**src/rtl/alu_rx_pkg.sv**
```systemverilog
`default_nettype none
// ============================================================================
//  Module   : alu_rx_pkg
//  Brief    : Shared types and the CRC4 helper for the mtm_Alu serial receiver.
//  Revision : 1.0 - initial release
// ============================================================================
package alu_rx_pkg;

  // Packet kind carried in the bit after the start bit
  typedef enum logic {
    PKT_DATA = 1'b0,
    PKT_CMD  = 1'b1
  } pkt_type_e;

  // One serial packet as it appears on the line, MSB first
  typedef struct packed {
    logic       start;
    pkt_type_e  ptype;
    logic [7:0] payload;
    logic       stop;
  } packet_t;

  // Operations the execute stage supports
  typedef enum logic [2:0] {
    OP_AND = 3'b000,
    OP_OR  = 3'b001,
    OP_ADD = 3'b100,
    OP_SUB = 3'b101
  } operation_t;

  // Serial CRC, polynomial x^4+x+1, zero init, d[67] shifted in first
  function automatic logic [3:0] crc4(input logic [67:0] d);
    logic [3:0] c;
    logic       fb;
    c = 4'h0;
    for (int i = 67; i >= 0; i--) begin
      fb = c[3] ^ d[i];
      c  = {c[2:0], 1'b0} ^ {2'b00, fb, fb};
    end
    return c;
  endfunction

endpackage
`default_nettype wire

```
**src/rtl/alu_rx_deframer.sv**
```systemverilog
`default_nettype none
// ============================================================================
//  Module   : alu_rx_deframer
//  Brief    : Bit-level FSM that recovers start/type/payload/stop packets
//             from the serial line and reports each one with a 1-cycle pulse.
//  Revision : 1.0 - initial release
// ============================================================================
module alu_rx_deframer #(
  parameter int PACKET_BITS = 11
) (
  input  logic       clk,
  input  logic       rst_n,
  input  logic       sin,
  output logic       pkt_valid,
  output logic       pkt_type,
  output logic [7:0] pkt_payload,
  output logic       pkt_drop
);

  localparam int         c_payload_bits = PACKET_BITS - 3;
  localparam logic [3:0] c_last_bit     = 4'(c_payload_bits - 1);

  localparam logic [1:0] c_st_idle    = 2'd0;
  localparam logic [1:0] c_st_type    = 2'd1;
  localparam logic [1:0] c_st_payload = 2'd2;
  localparam logic [1:0] c_st_stop    = 2'd3;

  logic [1:0] r_state;
  logic [1:0] w_state_nxt;
  logic [3:0] r_bitcnt;
  logic [7:0] r_shift;
  logic       r_type;
  logic       w_in_type;
  logic       w_in_payload;
  logic       w_accept;
  logic       w_drop;

  // State register
  always_ff @(posedge clk or negedge rst_n) begin
    if (!rst_n) r_state <= c_st_idle;
    else        r_state <= w_state_nxt;
  end

  // Next-state logic: a bad stop bit also returns to idle, the top discards the frame
  always_comb begin
    w_state_nxt = r_state;
    case (r_state)
      c_st_idle:    if (!sin) w_state_nxt = c_st_type;
      c_st_type:    w_state_nxt = c_st_payload;
      c_st_payload: if (r_bitcnt == c_last_bit) w_state_nxt = c_st_stop;
      c_st_stop:    w_state_nxt = c_st_idle;
      default:      w_state_nxt = c_st_idle;
    endcase
  end

  // State decode driving the datapath
  always_comb begin
    w_in_type    = (r_state == c_st_type);
    w_in_payload = (r_state == c_st_payload);
    w_accept     = (r_state == c_st_stop) &  sin;
    w_drop       = (r_state == c_st_stop) & ~sin;
  end

  // Payload shifter and registered packet report
  always_ff @(posedge clk or negedge rst_n) begin
    if (!rst_n) begin
      r_bitcnt    <= 4'd0;
      r_shift     <= 8'h00;
      r_type      <= 1'b0;
      pkt_valid   <= 1'b0;
      pkt_drop    <= 1'b0;
      pkt_type    <= 1'b0;
      pkt_payload <= 8'h00;
    end else begin
      pkt_valid <= w_accept;
      pkt_drop  <= w_drop;
      if (w_in_type) begin
        r_type   <= sin;
        r_bitcnt <= 4'd0;
      end
      if (w_in_payload) begin
        r_shift  <= {r_shift[6:0], sin};
        r_bitcnt <= r_bitcnt + 4'd1;
      end
      if (w_accept) begin
        pkt_type    <= r_type;
        pkt_payload <= r_shift;
      end
    end
  end

endmodule
`default_nettype wire

```
**src/rtl/alu_serial_rx.sv**
```systemverilog
`default_nettype none
// ============================================================================
//  Module   : alu_serial_rx
//  Brief    : Serial deframer for mtm_Alu: collects data/command packets,
//             checks count/CRC/opcode and hands one record to execute.
//  Revision : 1.0 - initial release
// ============================================================================
module alu_serial_rx
  import alu_rx_pkg::*;
#(
  parameter int DATA_PACKETS = 8,
  parameter int PACKET_BITS  = 11
) (
  input  logic        clk,
  input  logic        rst_n,
  input  logic        sin,
  output logic        out_valid,
  input  logic        out_ready,
  output logic [31:0] out_a,
  output logic [31:0] out_b,
  output logic [2:0]  out_op,
  output logic        out_err_data,
  output logic        out_err_crc,
  output logic        out_err_op,
  output logic        out_overrun
);

  localparam int                 c_cnt_w = $clog2(DATA_PACKETS + 1);
  localparam int                 c_idx_w = $clog2(DATA_PACKETS);
  localparam logic [c_cnt_w-1:0] c_full  = c_cnt_w'(DATA_PACKETS);

  logic                        w_pkt_valid;
  logic                        w_pkt_type;
  logic [7:0]                  w_pkt_payload;
  logic                        w_pkt_drop;
  logic [c_cnt_w-1:0]          r_cnt;
  logic                        r_extra;
  logic [DATA_PACKETS-1:0][7:0] r_slots;
  logic [31:0]                 w_a;
  logic [31:0]                 w_b;
  logic [2:0]                  w_op;
  logic                        w_op_ok;
  logic                        w_cmd;
  logic                        w_dat;
  logic                        w_err_data;
  logic                        w_err_crc;
  logic                        w_err_op;
  logic                        w_unused_rsvd;

  alu_rx_deframer #(
    .PACKET_BITS (PACKET_BITS)
  ) u_deframer (
    .clk         (clk),
    .rst_n       (rst_n),
    .sin         (sin),
    .pkt_valid   (w_pkt_valid),
    .pkt_type    (w_pkt_type),
    .pkt_payload (w_pkt_payload),
    .pkt_drop    (w_pkt_drop)
  );

  assign w_cmd         = w_pkt_valid & (w_pkt_type == PKT_CMD);
  assign w_dat         = w_pkt_valid & (w_pkt_type == PKT_DATA);
  assign w_op          = w_pkt_payload[6:4];
  assign w_unused_rsvd = w_pkt_payload[7];
  assign w_a           = {r_slots[0], r_slots[1], r_slots[2], r_slots[3]};
  assign w_b           = {r_slots[4], r_slots[5], r_slots[6], r_slots[7]};

  // Opcode legality and frame checks, evaluated while the command pulse is up
  always_comb begin
    w_op_ok = 1'b0;
    case (w_op)
      OP_AND, OP_OR, OP_ADD, OP_SUB: w_op_ok = 1'b1;
      default:                       w_op_ok = 1'b0;
    endcase
    w_err_data = (r_cnt != c_full) | r_extra;
    w_err_crc  = ~w_err_data & (w_pkt_payload[3:0] != crc4({w_a, w_b, 1'b1, w_op}));
    w_err_op   = ~w_err_data & ~w_err_crc & ~w_op_ok;
  end

  // Frame assembly: slots fill in arrival order, any frame end clears them
  always_ff @(posedge clk or negedge rst_n) begin
    if (!rst_n) begin
      r_cnt   <= '0;
      r_extra <= 1'b0;
      r_slots <= '0;
    end else if (w_pkt_drop | w_cmd) begin
      r_cnt   <= '0;
      r_extra <= 1'b0;
      r_slots <= '0;
    end else if (w_dat) begin
      if (r_cnt < c_full) begin
        r_slots[r_cnt[c_idx_w-1:0]] <= w_pkt_payload;
        r_cnt                       <= r_cnt + 1'b1;
      end else begin
        r_extra <= 1'b1;
      end
    end
  end

  // Result record and handshake; a new record always wins over a pending one
  always_ff @(posedge clk or negedge rst_n) begin
    if (!rst_n) begin
      out_valid    <= 1'b0;
      out_a        <= 32'h0;
      out_b        <= 32'h0;
      out_op       <= 3'b000;
      out_err_data <= 1'b0;
      out_err_crc  <= 1'b0;
      out_err_op   <= 1'b0;
      out_overrun  <= 1'b0;
    end else if (w_cmd) begin
      out_valid    <= 1'b1;
      out_a        <= w_a;
      out_b        <= w_b;
      out_op       <= w_op;
      out_err_data <= w_err_data;
      out_err_crc  <= w_err_crc;
      out_err_op   <= w_err_op;
      if (out_valid & ~out_ready) out_overrun <= 1'b1;
    end else if (out_valid & out_ready) begin
      out_valid <= 1'b0;
    end
  end

endmodule
`default_nettype wire

```
**config.mk**
```make
export PLATFORM = sky130hd
export DESIGN_NAME = alu_serial_rx
export DESIGN_NICKNAME = d
export VERILOG_FILES = /design/src/rtl/alu_rx_pkg.sv /design/src/rtl/alu_rx_deframer.sv /design/src/rtl/alu_serial_rx.sv
export SDC_FILE = /design/constraint.sdc
export NUM_CORES = 1
export LEC_CHECK = 0
export CORE_UTILIZATION = 55
export DETAILED_ROUTE_END_ITERATION = 10
export DONT_BUFFER_PORTS = 1
export PLACE_DENSITY = 0.7
export SLEW_MARGIN = 20
export SYNTH_ARGS = -nofsm -noshare
export SYNTH_HDL_FRONTEND = slang
export SYNTH_SLANG_ARGS = --single-unit
```
**constraint.sdc**
```tcl
create_clock -name clk -period 5.1 [get_ports clk]
set_clock_uncertainty 0.05 [all_clocks]
set_input_delay 0.51 -clock clk [delete_from_list [all_inputs] [get_ports clk]]
set_output_delay 0.51 -clock clk [all_outputs]
set_load 0.05 [all_outputs]
```
# After elaboration in Yosys (flattened, before gate mapping)
# Cells that the tools add are included.
[totals]
ff_bits = 167
in_bits = 4
out_inout_bits = 72
elab_cells = 225
[op_classes]
addsub = 2
order_cmp = 3
n_eq_ne = 12
mux = 20
bitwise_logic = 150
reduce_logical = 12
[ops]
columns = ["op", "n"]
rows = [
  ["bitwise XOR 4 x 2 -> 4 bit", 66],
  ["two-way mux 64 bit", 3],
  ["bitwise mux 64 bit", 1],
  ["bitwise XOR 1 bit", 64],
  ["demux 8 bit (select 3 bit)", 1],
  ["two-way mux 4 bit", 5],
  ["AND 1 bit", 9],
  ["adder 4 x 1 -> 4 bit, second input constant", 2],
  ["two-way mux 8 bit", 1],
  ["case mux 2 bit (4 select lines)", 1],
  ["AND reduction 2 bit", 4],
  ["nonzero test 2 bit", 4],
  ["NOT 1 bit", 7],
  ["equality test 3 bit, second input constant", 2],
  ["two-way mux 1 bit", 6],
  ["!= test 2 bit, second input constant", 3],
  ["equality test 2 bit, second input constant", 2],
  ["equality test 4 x 3 -> 1 bit, second input constant", 1],
  ["less-than comparator 3 x 4 -> 1 bit, second input constant", 1],
  ["less-than comparator 4 bit, second input constant", 1],
  ["two-way mux 2 bit", 2],
  ["!= test 4 bit", 1],
  ["!= test 4 bit, second input constant", 1],
  ["OR reduction 4 bit", 1],
  ["other kinds (9)", 10],
]

# Depth between registers and ports, before layout
[depth]
word_depth = 137
mapped_depth = 9
depth_no_buf = 9

# By module
# A second synthesis with hierarchy kept.
[unflattened]
cells_unflattened = 818
area_unflattened_um2 = 7927.6
[modules_own_cells]
columns = ["mod", "n_inst", "cells_each", "area_each_um2", "seq_area_each_um2"]
rows = [
  ["alu_serial_rx", 1, 739, 6815.3, 3528.4],
  ["alu_rx_deframer", 1, 79, 1112.3, 650.6],
]

# Worst setup path before layout
# No wires, ideal clock.
[synth_timing]
path_type = "register to register"
start = "reg r_slots[5] (netlist bit)"
end = "reg out_err_op"
setup_time_ps = 68
arrival_ps = 3108
required_time_ps = 4982
setup_slack_ps = 1874
path_stages_with_launch = 10
n_path_buf = 0
period_less_slack_ps = 3226
path_cell_list = "dfrtp_1 > xnor2_2 > xnor3_2 > xnor3_2 > xnor3_1 > xnor3_2 > mux2_4 > a2bb2oi_1 > a211oi_2 > a32o_2"
[synth_via]
elab_chain_cells = 93
elab_cells_between_ends = 134
classes_between = "eq/ne: 1; bitwise: 133"
[synth_lines]
columns = ["item", "line_no", "rtl"]
rows = [
  ["from (decl)", "alu_serial_rx.sv:38", "logic [DATA_PACKETS-1:0][7:0] r_slots;"],
  ["from (signal, indexed assignment)", "alu_serial_rx.sv:93", "r_slots[r_cnt[c_idx_w-1:0]] <= w_pkt_payload;"],
  ["bitwise XOR 1 bit (*)", "alu_rx_pkg.sv:37", "fb = c[3] ^ d[i];"],
  ["bitwise XOR 4 x 2 -> 4 bit (*) (3 in series)", "alu_rx_pkg.sv:38", "c = {c[2:0], 1'b0} ^ {2'b00, fb, fb};"],
  ["bitwise XOR 1 bit / bitwise XOR 4 x 2 -> 4 bit (equally long branches)", "alu_rx_pkg.sv:37, alu_rx_pkg.sv:38", ""],
  ["bitwise XOR 4 x 2 -> 4 bit (*) (3 in series)", "alu_rx_pkg.sv:38", ""],
  ["bitwise XOR 1 bit / bitwise XOR 4 x 2 -> 4 bit (equally long branches)", "alu_rx_pkg.sv:37, alu_rx_pkg.sv:38", ""],
  ["bitwise XOR 4 x 2 -> 4 bit (*) (3 in series)", "alu_rx_pkg.sv:38", ""],
  ["bitwise XOR 1 bit / bitwise XOR 4 x 2 -> 4 bit (equally long branches)", "alu_rx_pkg.sv:37, alu_rx_pkg.sv:38", ""],
  ["bitwise XOR 4 x 2 -> 4 bit (*) (3 in series)", "alu_rx_pkg.sv:38", ""],
  ["(+65 left out)", "--", ""],
  ["bitwise XOR 1 bit / bitwise XOR 4 x 2 -> 4 bit (equally long branches)", "alu_rx_pkg.sv:37, alu_rx_pkg.sv:38", ""],
  ["bitwise XOR 4 x 2 -> 4 bit (*) (4 in series)", "alu_rx_pkg.sv:38", ""],
  ["bitwise XOR 1 bit / bitwise XOR 4 x 2 -> 4 bit (equally long branches)", "alu_rx_pkg.sv:37, alu_rx_pkg.sv:38", ""],
  ["bitwise XOR 4 x 2 -> 4 bit (*)", "alu_rx_pkg.sv:38", ""],
  ["!= test 4 bit (*)", "alu_serial_rx.sv:77", "w_err_crc = ~w_err_data & (w_pkt_payload[3:0] != crc4({w_a, w_b, 1'b1, w_op}));"],
  ["AND 1 bit (*)", "alu_serial_rx.sv:77", ""],
  ["NOT 1 bit (*)", "alu_serial_rx.sv:78", "w_err_op = ~w_err_data & ~w_err_crc & ~w_op_ok;"],
  ["AND 1 bit (*) (2 in series)", "alu_serial_rx.sv:78", ""],
  ["to (signal assigned)", "alu_serial_rx.sv:119", "out_err_op <= w_err_op;"],
  ["to (decl)", "alu_serial_rx.sv:24", "output logic out_err_op,"],
]
# Every way passes the cells marked *; elsewhere a longest branch is shown, timed or not.
# A chain may end at the register's enable or synchronous reset.

# Final worst setup path
[layout_timing]
start = "reg r_slots[30] (netlist bit)"
end = "reg out_err_op"
[layout_via]
elab_chain_cells = 63
elab_cells_between_ends = 88
classes_between = "eq/ne: 1; bitwise: 87"
[layout_lines]
columns = ["item", "line_no"]
rows = [
  ["bitwise XOR 1 bit (*)", "alu_rx_pkg.sv:37"],
  ["bitwise XOR 4 x 2 -> 4 bit (*) (3 in series)", "alu_rx_pkg.sv:38"],
  ["bitwise XOR 1 bit", "alu_rx_pkg.sv:37"],
  ["bitwise XOR 4 x 2 -> 4 bit (*) (3 in series)", "alu_rx_pkg.sv:38"],
  ["bitwise XOR 1 bit", "alu_rx_pkg.sv:37"],
  ["bitwise XOR 4 x 2 -> 4 bit (*) (3 in series)", "alu_rx_pkg.sv:38"],
  ["bitwise XOR 1 bit", "alu_rx_pkg.sv:37"],
  ["bitwise XOR 4 x 2 -> 4 bit (*) (3 in series)", "alu_rx_pkg.sv:38"],
  ["(+36 left out)", "--"],
  ["NOT 1 bit (no line)", "--"],
  ["bitwise XOR 4 x 2 -> 4 bit (*) (3 in series)", "alu_rx_pkg.sv:38"],
  ["bitwise XOR 1 bit", "alu_rx_pkg.sv:37"],
  ["bitwise XOR 4 x 2 -> 4 bit (*)", "alu_rx_pkg.sv:38"],
  ["!= test 4 bit (*)", "alu_serial_rx.sv:77"],
  ["AND 1 bit (*)", "alu_serial_rx.sv:77"],
  ["NOT 1 bit (*)", "alu_serial_rx.sv:78"],
  ["AND 1 bit (*) (2 in series)", "alu_serial_rx.sv:78"],
]
# Marked as above.

==> results.json <==
{
  "outcome": "finished, final reports clean",
  "via_per_inst": 5.92,
  "cts_inserted_buffers": 17,
  "clk_pin_slew_ns": 0.07,
  "cts_setup_buffers": 0,
  "grt-busiest-layer": "met2",
  "coreArea_um2": 14500,
  "clkSinkCount": 167,
  "first_global_vias": 5338,
  "critPathMaxStageDelay_ns": 0.48,
  "gp_routability_congestion": 0.814,
  "synthAdderAreaFrac_pct": 1.23,
  "cts_hold_buf": 1,
  "fin_crit_ns": 3.46,
  "io_buffers": 0,
  "wl_um": 17900,
  "syn-num-nets": 709,
  "relSlewSlack_pct": 30.4,
  "die_h_um": 124,
  "cp_cell_sequence": "xor2_1 > xnor3_1 > xor3_1 > xnor3_4 > xnor3_1 > xnor2_1 > a221oi_1 > a211oi_2 > a32o_2",
  "n_fill_cell": 1161,
  "reg2reg_slack_ns": 1.64,
  "rows": 44,
  "synth-compound-area-share_pct": 5.89,
  "use_met1_pct": 31.3,
  "peakVddDrop_mv": 0.850,
  "period_share_pct": 67.8,
  "final-seq-area_um2": 4180,
  "ff2ff_path_depth": 9,
  "initial_core_util_pct": 56.3,
  "synthMuxAreaShare_pct": 12.3,
  "crit_end": "out_err_op",
  "power_density_nw_per_um2": 825,
  "worst_setup_path_start_kind": "register",
  "criticalPathCategory": "register to register",
  "vias": 5180,
  "grtUsageTotal_pct": 25.2,
  "overflow": 0,
  "syn_area_um2": 8150,
  "synth-xor-area-share_pct": 16.4,
  "h-tree-depth": 4,
  "max_clock_freq_mhz": 289,
  "cp.arrival_ns": 3.73,
  "clock_latency_ns": 0.44,
  "setup_tns_ns": 0,
  "hold_path.class": "primary input to asynchronous set/reset pin",
  "multi_input_area_um2": 3780,
  "cpLargestDelayFamily": "XOR/XNOR gates",
  "cts_tree": "done",
  "drive_gt1_share_pct": 19.7,
  "firstDrtPassIters": 5,
  "rsz0062_at_grt": "false",
  "crit_slowest_cell": "xnor3_4",
  "cp_num_buf_inv": 0,
  "io_pins": 76,
  "worst_ep_required_time_ns": 5.37,
  "drt-wirelength-per-cell_um": 20.4,
  "die_width_um": 124,
  "grt_util_met2_pct": 40.3,
  "crit_top_cell": "xnor3_1",
  "drv_slew": 0,
  "die_area_um2": 15300,
  "antenna_found_initial": 0,
  "synth_area_per_cell_um2": 11.7,
  "drc": 0,
  "ys_async_sr_fraction_pct": 100,
  "synth_edf_count": 0,
  "use_met3_pct": 9.16,
  "n_antenna_cell": 0,
  "finalSetupViolCount": 0,
  "drv_cap": 0,
  "yosysWarnings": 0,
  "grt_first_pass_wirelength_um": 28400,
  "r2r_start": "r_slots[30]",
  "crit_start": "r_slots[30]",
  "synth-seq-cells": 167,
  "critPathMaxFanout": 4,
  "syn_inst": 697,
  "nets": 690,
  "worst-path-stages": 9,
  "grt_max_degree": 168,
  "dp.cells": 842,
  "ys.flop_type": "dfrtp_1",
  "timing.rr.end": "out_err_op",
  "setup.worst_path.end_class": "register",
  "final_cells": 875,
  "worstMarginPinSlew_ns": 1.04,
  "root_buffer": "clkbuf_16",
  "cts.repair.resized": 0,
  "drtIter0Drc": 465,
  "ant_nets": 0,
  "syn_to_final_growth_pct": 8.21,
  "power.leakage_nw": 4.18,
  "yosysSeqAreaShare_pct": 51.3,
  "hpwlAfterDp_um": 11500,
  "synth_top_family_by_area": "XOR/XNOR gates",
  "synth-simple-area-share_pct": 10.5,
  "ys_types": 36,
  "hold_viol": 0,
  "cts.path.max_buffers": 2
}
## Yosys cell counts, types with 3 or more instances
library cell	instances	area share [%]
dfrtp_1	167	51
mux2_2	85	12
nand2_1	82	3.8
nand3_1	72	4.4
a21oi_1	71	4.4
xnor2_1	58	6.2
clkbuf_1	40	1.8
xnor3_1	17	4.7
nor2_1	15	0.69
inv_1	13	0.60
xor2_1	10	1.1
o21ai_0	9	0.55
ha_1	8	1.2
nor3_1	8	0.49
xnor3_2	7	2.0
and2_1	6	0.46
nand2b_1	4	0.31
mux2i_1	3	0.37
xnor3_4	3	0.97
xor3_1	3	0.87
## per-layer routing
layer  vias to the layer above  wire length, um
met5                         -                0
met4                         0              394
met3                        27             1250
met2                       161             8690
met1                      2638             7540
li1                       2354                -
## where the power goes
group          switching (mW)  internal (mW)
registers               0.656           1.55
clock network           0.553          0.639
logic                    1.55           2.32
total                    2.76           4.51
## final cells by class
type	instances	share of cell area, %
multi-input cells	477	42.9
well taps	184	2.61
clock inverters	13	1.13
repair buffers	2	0.397
inverters	13	0.553
clock buffers	19	5.02
flip-flops and latches	167	47.4
## cell usage in the layout (no fill, tap or decap), types with 2 or more instances in the layout
cell type / count
mux2_2: 85
o21ai_0: 9
nor3_1: 8
xnor3_1: 17
xnor3_2: 7
nor2_1: 15
mux2i_1: 3
nand2b_1: 4
clkinv_2: 2
xor2_1: 10
inv_1: 13
ha_1: 8
xnor3_4: 3
inv_6: 3
a21oi_1: 71
dfrtp_1: 166
and2_1: 6
xnor2_1: 58
nand2_1: 81
xor3_1: 3
clkinv_4: 3
clkbuf_16: 17
clkinvlp_4: 5
nand3_1: 72
## sequential cells by signal (all words and copies together), names as in the netlist, 2 cells and up
signal                  count
u_deframer.r_bitcnt         4
u_deframer.r_state          2
r_cnt                       4
out_a                      32
r_slots                    64
u_deframer.pkt_payload      8
out_op                      3
u_deframer.r_shift          8
out_b                      32
## worst min-delay path by stage
stage / from / endpoint / slack (ns) / depth (start not counted)
floorplan: rst_n / out_a[0] / 0.16 / 0
global placement: rst_n / out_a[3] / 0.17 / 0
detailed placement: rst_n / out_a[3] / 0.17 / 0
CTS: sin / u_deframer.pkt_drop / 0.06 / 1
global route: sin / u_deframer.pkt_drop / 0.06 / 1
finish: rst_n / out_a[3] / 0.05 / 1
## kinds of logic after synthesis
kind of cell             after synthesis
AND/OR/NAND/NOR                      191
flip-flops                           167
XOR/XNOR                             100
AO/OA/AOI/OAI                         89
multiplexers                          89
buffers and inverters                 53
adder cells (fa/ha/maj)                8
## through the flow
stage	instance area [um2]	utilization, %	total power [mW]	setup slack (ns)	hold slack, ns
2_1_floorplan	8150	-	5.46	1.87	0.164
3_3_place_gp	8250	57.0	5.92	1.75	0.171
3_5_place_dp	8250	57.0	6.06	1.66	0.172
4_1_cts	8820	60.9	7.30	1.65	0.0590
5_1_grt	8820	60.9	7.69	1.46	0.0626
6_report	8820	60.9	7.27	1.64	0.0494
No activity file was read; power rests on OpenSTA's default activity.
